===== config.mk =====
export PLATFORM = sky130hd
export DESIGN_NAME = event_pulse_multi
export DESIGN_NICKNAME = d
export VERILOG_FILES = /design/src/rtl/event_pulse_multi.sv
export SDC_FILE = /design/constraint.sdc
export NUM_CORES = 1
export LEC_CHECK = 0
export BUFFER_PORTS_ARGS = -buffer_cell sky130_fd_sc_hd__buf_4
export CORE_MARGIN = 3
export CORE_UTILIZATION = 31
export CTS_CLUSTER_SIZE = 10
export DETAILED_ROUTE_END_ITERATION = 8
export PLACE_DENSITY = 0.53
export SYNTH_ARGS = -nofsm -noshare
export SYNTH_HDL_FRONTEND = slang
export SYNTH_SLANG_ARGS = --single-unit

===== constraint.sdc =====
create_clock -name clk -period 7.5 [get_ports clk]
set_input_delay 0.375 -clock clk [delete_from_list [all_inputs] [get_ports clk]]
set_output_delay 0.375 -clock clk [all_outputs]
set_load 0.02 [all_outputs]

===== src/rtl/event_pulse_multi.sv =====
// event_pulse_multi: multi-channel synchronised edge pulser with timestamped event FIFO
module event_pulse_multi #(
  parameter  int NUM_CH      = 8,
  parameter  int SYNC_STAGES = 2,
  parameter  int TS_WIDTH    = 32,
  parameter  int FIFO_DEPTH  = 16,
  localparam int AW          = $clog2(FIFO_DEPTH),
  localparam int DW          = TS_WIDTH + 2*NUM_CH + 1
) (
  input  logic                clk,
  input  logic                rst_n,
  input  logic [NUM_CH-1:0]   in,
  input  logic [2*NUM_CH-1:0] mode,
  input  logic                enable,
  output logic [NUM_CH-1:0]   rising_edge,
  output logic [NUM_CH-1:0]   falling_edge,
  output logic [NUM_CH-1:0]   both_edges,
  output logic                ev_valid,
  input  logic                ev_ready,
  output logic [DW-1:0]       ev_data,
  output logic [AW:0]         ev_level,
  output logic [15:0]         drop_count
);
  logic [NUM_CH-1:0]   sync_q [SYNC_STAGES];
  logic [NUM_CH-1:0]   s, p, hit;
  logic [TS_WIDTH-1:0] ts_cnt;
  logic [DW-1:0]       mem [FIFO_DEPTH];
  logic [AW:0]         wr_ptr, rd_ptr;
  logic                drop_pending, rec, full, wr_en, rd_en;

  // synchroniser chain plus the one-cycle delayed copy used for edge detection
  always_ff @(posedge clk or negedge rst_n) begin
    if (!rst_n) begin
      for (int k = 0; k < SYNC_STAGES; k++) sync_q[k] <= '0;
      p <= '0;
    end else begin
      sync_q[0] <= in;
      for (int k = 1; k < SYNC_STAGES; k++) sync_q[k] <= sync_q[k-1];
      p <= s;
    end
  end

  assign s            = sync_q[SYNC_STAGES-1];
  assign rising_edge  = ~p & s;
  assign falling_edge = p & ~s;
  assign both_edges   = rising_edge | falling_edge;

  // per-channel qualification of edges against the record mode
  always_comb begin
    hit = '0;
    for (int i = 0; i < NUM_CH; i++)
      hit[i] = (mode[2*i] & rising_edge[i]) | (mode[2*i+1] & falling_edge[i]);
  end

  assign rec      = enable & (|hit);
  assign ev_level = wr_ptr - rd_ptr;
  assign ev_valid = wr_ptr != rd_ptr;
  assign full     = ev_level == (AW+1)'(FIFO_DEPTH);
  assign wr_en    = rec & ~full;
  assign rd_en    = ev_valid & ev_ready;
  assign ev_data  = ev_valid ? mem[rd_ptr[AW-1:0]] : '0;

  // timestamp, FIFO pointers and overflow bookkeeping; full is judged before any same-cycle read
  always_ff @(posedge clk or negedge rst_n) begin
    if (!rst_n) begin
      ts_cnt       <= '0;
      wr_ptr       <= '0;
      rd_ptr       <= '0;
      drop_pending <= 1'b0;
      drop_count   <= '0;
    end else begin
      ts_cnt <= ts_cnt + 1'b1;
      if (wr_en) wr_ptr <= wr_ptr + 1'b1;
      if (rd_en) rd_ptr <= rd_ptr + 1'b1;
      if (rec) drop_pending <= full;
      if (rec && full && !(&drop_count)) drop_count <= drop_count + 1'b1;
    end
  end

  // record storage; contents need no reset since the output is masked while empty
  always_ff @(posedge clk) begin
    if (wr_en) mem[wr_ptr[AW-1:0]] <= {drop_pending, ts_cnt, s, hit};
  end
endmodule


# == Word-level counts from Yosys, hierarchy flattened ==
# Memory sizes are Yosys's and may differ from the RTL's.
# Index checks and enable logic that the tools add are counted.
# totals
reg_bits,83
mem_bits_rw,784
input_bits,28
n_memories,1
# classes
addsub,5
n_eq_ne,2
mux,3
bitwise_logic,33
n_reduce_logical,5
# memory_table
name,words,word_bits,read_ports,rd_clocked_by_memory_dff,wr,line,text
mem,16,49,1,0,1,27,logic [DW-1:0] mem [FIFO_DEPTH];
# op_table
operator,n
$mux 49,1
$add 32x1->32 const B,1
$and 1x1->1,19
$add 16x1->16 const B,1
$and 8x8->8,2
$not 8->8,2
$reduce_and 16->1,1
$add 5x1->5 const B,2
$or 1x1->1,8
$or 8x8->8,1
$reduce_or 8->1,1
$eq 5x5->1 const B,1
$ne 5x5->1,1
$sub 5x5->5,1
$logic_and 1x1->1,2
$mux 1,2
$logic_not 1->1,1
$not 1->1,1

# == Longest topological paths before layout ==
# depth
depth_word,9
ltp_mapped,12

# == Worst setup path before layout ==
# Ideal clock, no wire load.
# synth_timing
path_kind,register -> register
startpoint,register rd_ptr[1]
endpoint,"memory mem[15][0] (netlist bit), enable pin"
arrival_ps,7835
setup_slack_ps,-936
stages_incl_launch_ff,10
period_less_slack_ps,8436
path_cell_list,dfrtp_1 -> clkbuf_1 -> clkbuf_1 -> buf_1 -> inv_1 -> fa_1 -> xor2_1 -> or3_1 -> a2111oi_4 -> nor4b_1
# synth_between
elab_chain_cells,6
# synth_rtl
element,line,text
from (decl),28,"logic [AW:0] wr_ptr, rd_ptr;"
from (signal assigned),74,if (rd_en) rd_ptr <= rd_ptr + 1'b1;
$sub 5x5->5,56,assign ev_level = wr_ptr - rd_ptr;
via ev_level[2],21,"output logic [AW:0] ev_level,"
$eq 5x5->1,58,assign full = ev_level == (AW+1)'(FIFO_DEPTH);
$not 1->1,59,assign wr_en = rec & ~full;
$and 1x1->1,59,
$mux 1,82,"if (wr_en) mem[wr_ptr[AW-1:0]] <= {drop_pending, ts_cnt, s, hit};"
$mux 1 (implied by the code),82,
to (decl),27,
# The timed path passes the listed nets, and every way through them passes these cells.

# == Worst setup path after layout ==
# layout_timing
startpoint,register rd_ptr[0]
endpoint,output port ev_data[5]
# layout_between
elab_chain_cells,2
elab_cells_between_ends,3
classes_between,1 x eq/ne; 1 x mux; 1 x memory
# layout_rtl
element,line,text
$mem_v2 16x49 or $ne 5x5->1 (tied branches),-,
$mux 49 *,61,assign ev_data = ev_valid ? mem[rd_ptr[AW-1:0]] : '0;
to (decl),20,"output logic [DW-1:0] ev_data,"
# Mark *: on every way between the ends. The rest lies on a longest branch, timed or not.

==> results.sh <==
export IMPL_end_kind="primary output"
export IMPL_synth_top_area_share=0.7027
export IMPL_skew_ps=22.69
export IMPL_hold_viol=0
export IMPL_use_met2=0.2253
export IMPL_cts_hold_buffers=9
export IMPL_start_kind="register"
export IMPL_coreArea_sq_um=106300
export IMPL_synthMuxAreaShare=0.1650
export IMPL_slowest_stage="dfrtp_4"
export IMPL_dpl_worst_slack_ps=2333
export IMPL_cts_buffer_depth=3
export IMPL_leakagePower_nw=12.50
export IMPL_path_class="register to primary output"
export IMPL_viasPerCell=4.868
export IMPL_slowest_delay_ps=910
export IMPL_required_ps=7120
export IMPL_num_io_pins=123
export IMPL_grt_util_met1=0.1926
export IMPL_yosysSeqAreaShare=0.7647
export IMPL_postCtsSetupRepairBufs=0
export IMPL_synth_compound_area_frac=0.004481
export IMPL_rsz0062_at_grt="false"
export IMPL_dieArea_sq_um=112100
export IMPL_layoutNonFillerInstCount=3159
export IMPL_fin_area_sq_um=39360
export IMPL_clock_power_share=0.295
export IMPL_numPortBuffers=122
export IMPL_slew_violations=0
export IMPL_use_met3=0.02271
export IMPL_synth_simple_area_share=0.02909
export IMPL_tns_ps=0
export IMPL_wirelength_mm=76.76
export IMPL_first_iter_violations=1191
export IMPL_worst_pin_slew_ps=1153
export IMPL_reg2regPathDepth=9
export IMPL_fmax_mhz=189.3
export IMPL_grt_busiest_layer="met2"
export IMPL_nets=1744
export IMPL_filler_cell_count=9673
export IMPL_multiInputGateArea_sq_um=7619
export IMPL_initial_core_util=0.3151
export IMPL_drv_cap=0
export IMPL_wire_per_inst_um=24.30
export IMPL_p_seq_frac=0.404
export IMPL_setup_viol=0
export IMPL_areaGrowthSynthToFinish_pct=17.49
export IMPL_synth_adder_area_share=0.01068
export IMPL_p_switching_mw=4.562
export IMPL_critical_path_buf_inv_count=3
export IMPL_antenna_found_initial=5
export IMPL_grt_overflow=0
export IMPL_synth_cells=1487
export IMPL_synth_top_cell_by_area="edfxtp_1"
export IMPL_hold_path_class="input pin to asynchronous set/reset pin"
export IMPL_synth_warnings=0
export IMPL_crit_fanout=47
export IMPL_power_density_nw_per_um2=380.3
export IMPL_dpl_instance_area_sq_um=36300
export IMPL_finalCriticalPeriod_ps=5284
export IMPL_yosysMostFrequentCell="edfxtp_1"
export IMPL_synth_xor_area_frac=0.01438
export IMPL_vdd_ir_drop_worst_uv=228.0
export IMPL_grt_pass1_wl_mm=114.2
export IMPL_dp_hpwl_mm=42.59
export IMPL_clkSinkCount=867
export IMPL_swShare=0.3047
export IMPL_cts_max_level=3
export IMPL_min_period_over_period=0.7045
export IMPL_setup_ws_ps=2216
export IMPL_drive_above_1_share=0.3054
export IMPL_gp_congestion=0.7453
export IMPL_drc=0
export IMPL_syn_nets=1543
export IMPL_p_int_mw=10.41
export IMPL_first_global_vias=16570
export IMPL_path_delay_family="buffers and inverters"
export IMPL_synth_area_sq_um=33500
export IMPL_clk_latency_ps=660
export IMPL_antenna_left=0
export IMPL_ys_flop_type="edfxtp_1"
export IMPL_worst_ep_arrival_time_ps=4910
export IMPL_crit_cells=6
export IMPL_ys_seq_elements=867
export IMPL_placed_cells=2969
export IMPL_yosys_top_cells_count="784 x edfxtp_1, 245 x mux4_2, 83 x dfrtp_1"
export IMPL_synth_edf_count=784
export IMPL_dr_pass1_iters=4
export IMPL_yosys_top_cells_area="edfxtp_1 70%, mux4_2 16%, dfrtp_1 6.2%"
export IMPL_crit_chain="buf_4 > buf_4 > mux4_2 > mux4_2 > nor2b_1 > buf_4"
export IMPL_cts_root_buf="clkbuf_16"
export IMPL_grt_max_degree=135
export IMPL_regArea_sq_um=25630
export IMPL_avgSynthCellArea_sq_um=22.53
export IMPL_vias=15380
export IMPL_rows=119
export IMPL_synth_async_sr_flop_share=0.09573
export IMPL_synth_top_family_by_area="multiplexers"
export IMPL_cts_tree="built"
export IMPL_ys_types=38
export IMPL_track_usage=0.1379
export IMPL_die_h_um=334.8
export IMPL_cts_resized_gates=0
export IMPL_slew_headroom=0.2295
export IMPL_diodes=0
export IMPL_cp_common_cell="buf_4"
export IMPL_outcome="completed"
export IMPL_cts_buffers=99
export IMPL_combinationalPowerShare=0.301
export IMPL_die_x_um=334.8
export IMPL_clk_pin_slew_ps=50
[worst paths after layout]
check	start	to	slack, ps
min in group clk	ev_ready	rd_ptr[0]$_DFFE_PN0P_	220
max in group asynchronous	rst_n	rd_ptr[0]$_DFFE_PN0P_	5930
setup / recovery	rd_ptr[0]$_DFFE_PN0P_	ev_data[5]	2220
setup reg to reg	s[1]$_DFF_PN0_	mem[0][42]$_DFFE_PP_	2450
hold reg to reg	sync_q[15]$_DFF_PN0_	s[7]$_DFF_PN0_	350
hold / removal	rst_n	sync_q[12]$_DFF_PN0_	200
[area by class of cell]
| cell class | instances | share of cell area |
|---|---|---|
| Sequential cell | 867 | 0.6511 |
| Timing Repair Buffer | 164 | 0.03217 |
| Tap cell | 1391 | 0.04422 |
| Multi-Input combinational cell | 521 | 0.1936 |
| Inverter | 35 | 0.003401 |
| Clock inverter | 10 | 0.003942 |
| Clock buffer | 171 | 0.07162 |
[flip-flops by register name, indices dropped and copies added, names as in the netlist]
signal	cells
drop_count	16
drop_pending	1
mem	784
p	8
rd_ptr	5
s	8
sync_q	8
ts_cnt	32
wr_ptr	5
[power groups by stage]
stage	combinational, mW	sequential [mW]	clock, mW
6_report	4.50	6.05	4.42
5_1_grt	4.86	6.10	4.74
4_1_cts	4.68	6.06	4.55
3_5_place_dp	4.66	6.16	0
3_3_place_gp	4.66	6.13	0
2_1_floorplan	3.02	6.00	0
[kinds of logic (layout without fill, tap and decap cells)]
logic type,count (synthesis),after routing
multiplexers,246,246
flip-flops,867,867
buffers and inverters,99,380
XOR/XNOR,55,55
adder cells (fa/ha/maj),28,28
AO/OA/AOI/OAI,18,18
AND/OR/NAND/NOR,174,174
[through the flow]
| step | hold slack, ps | utilization | power (mW) |
|---|---|---|---|
| after CTS | 165.3 | 0.3703 | 15.29 |
| after global routing | 213.0 | 0.3703 | 15.71 |
| after global placement | 334.6 | 0.3414 | 10.79 |
| final | 201.7 | 0.3703 | 14.97 |
| after detailed placement | 337.3 | 0.3414 | 10.82 |
| after floorplan | 79.41 | - | 9.021 |
[cells in the final DEF, fill, tap and decap left out, types with 3 or more instances in the layout]
| master | count |
|---|---|
| inv_1 | 34 |
| nand2_1 | 24 |
| o21ai_0 | 4 |
| nor2b_1 | 52 |
| dlygate4sd3_1 | 9 |
| ha_1 | 27 |
| mux4_2 | 245 |
| clkbuf_8 | 5 |
| buf_4 | 154 |
| nor2_4 | 12 |
| xor2_1 | 21 |
| a22o_1 | 8 |
| nor2_1 | 12 |
| clkbuf_16 | 100 |
| xnor2_1 | 34 |
| nand4_1 | 12 |
| and3_1 | 11 |
| and2_1 | 3 |
| edfxtp_1 | 784 |
| or3_1 | 3 |
| dfrtp_1 | 80 |
| nor3_2 | 4 |
| and4_1 | 5 |
| clkbuf_1 | 66 |
| nand3_1 | 22 |
[routing by layer]
metal  share of wire  wire length, um  vias up
li1                -                -     6556
met1            0.45            34710     8405
met2            0.49            37520      334
met3           0.043             3289       82
met4           0.016             1235        0
met5               0                0        -
(Power assumes the default switching activity.)
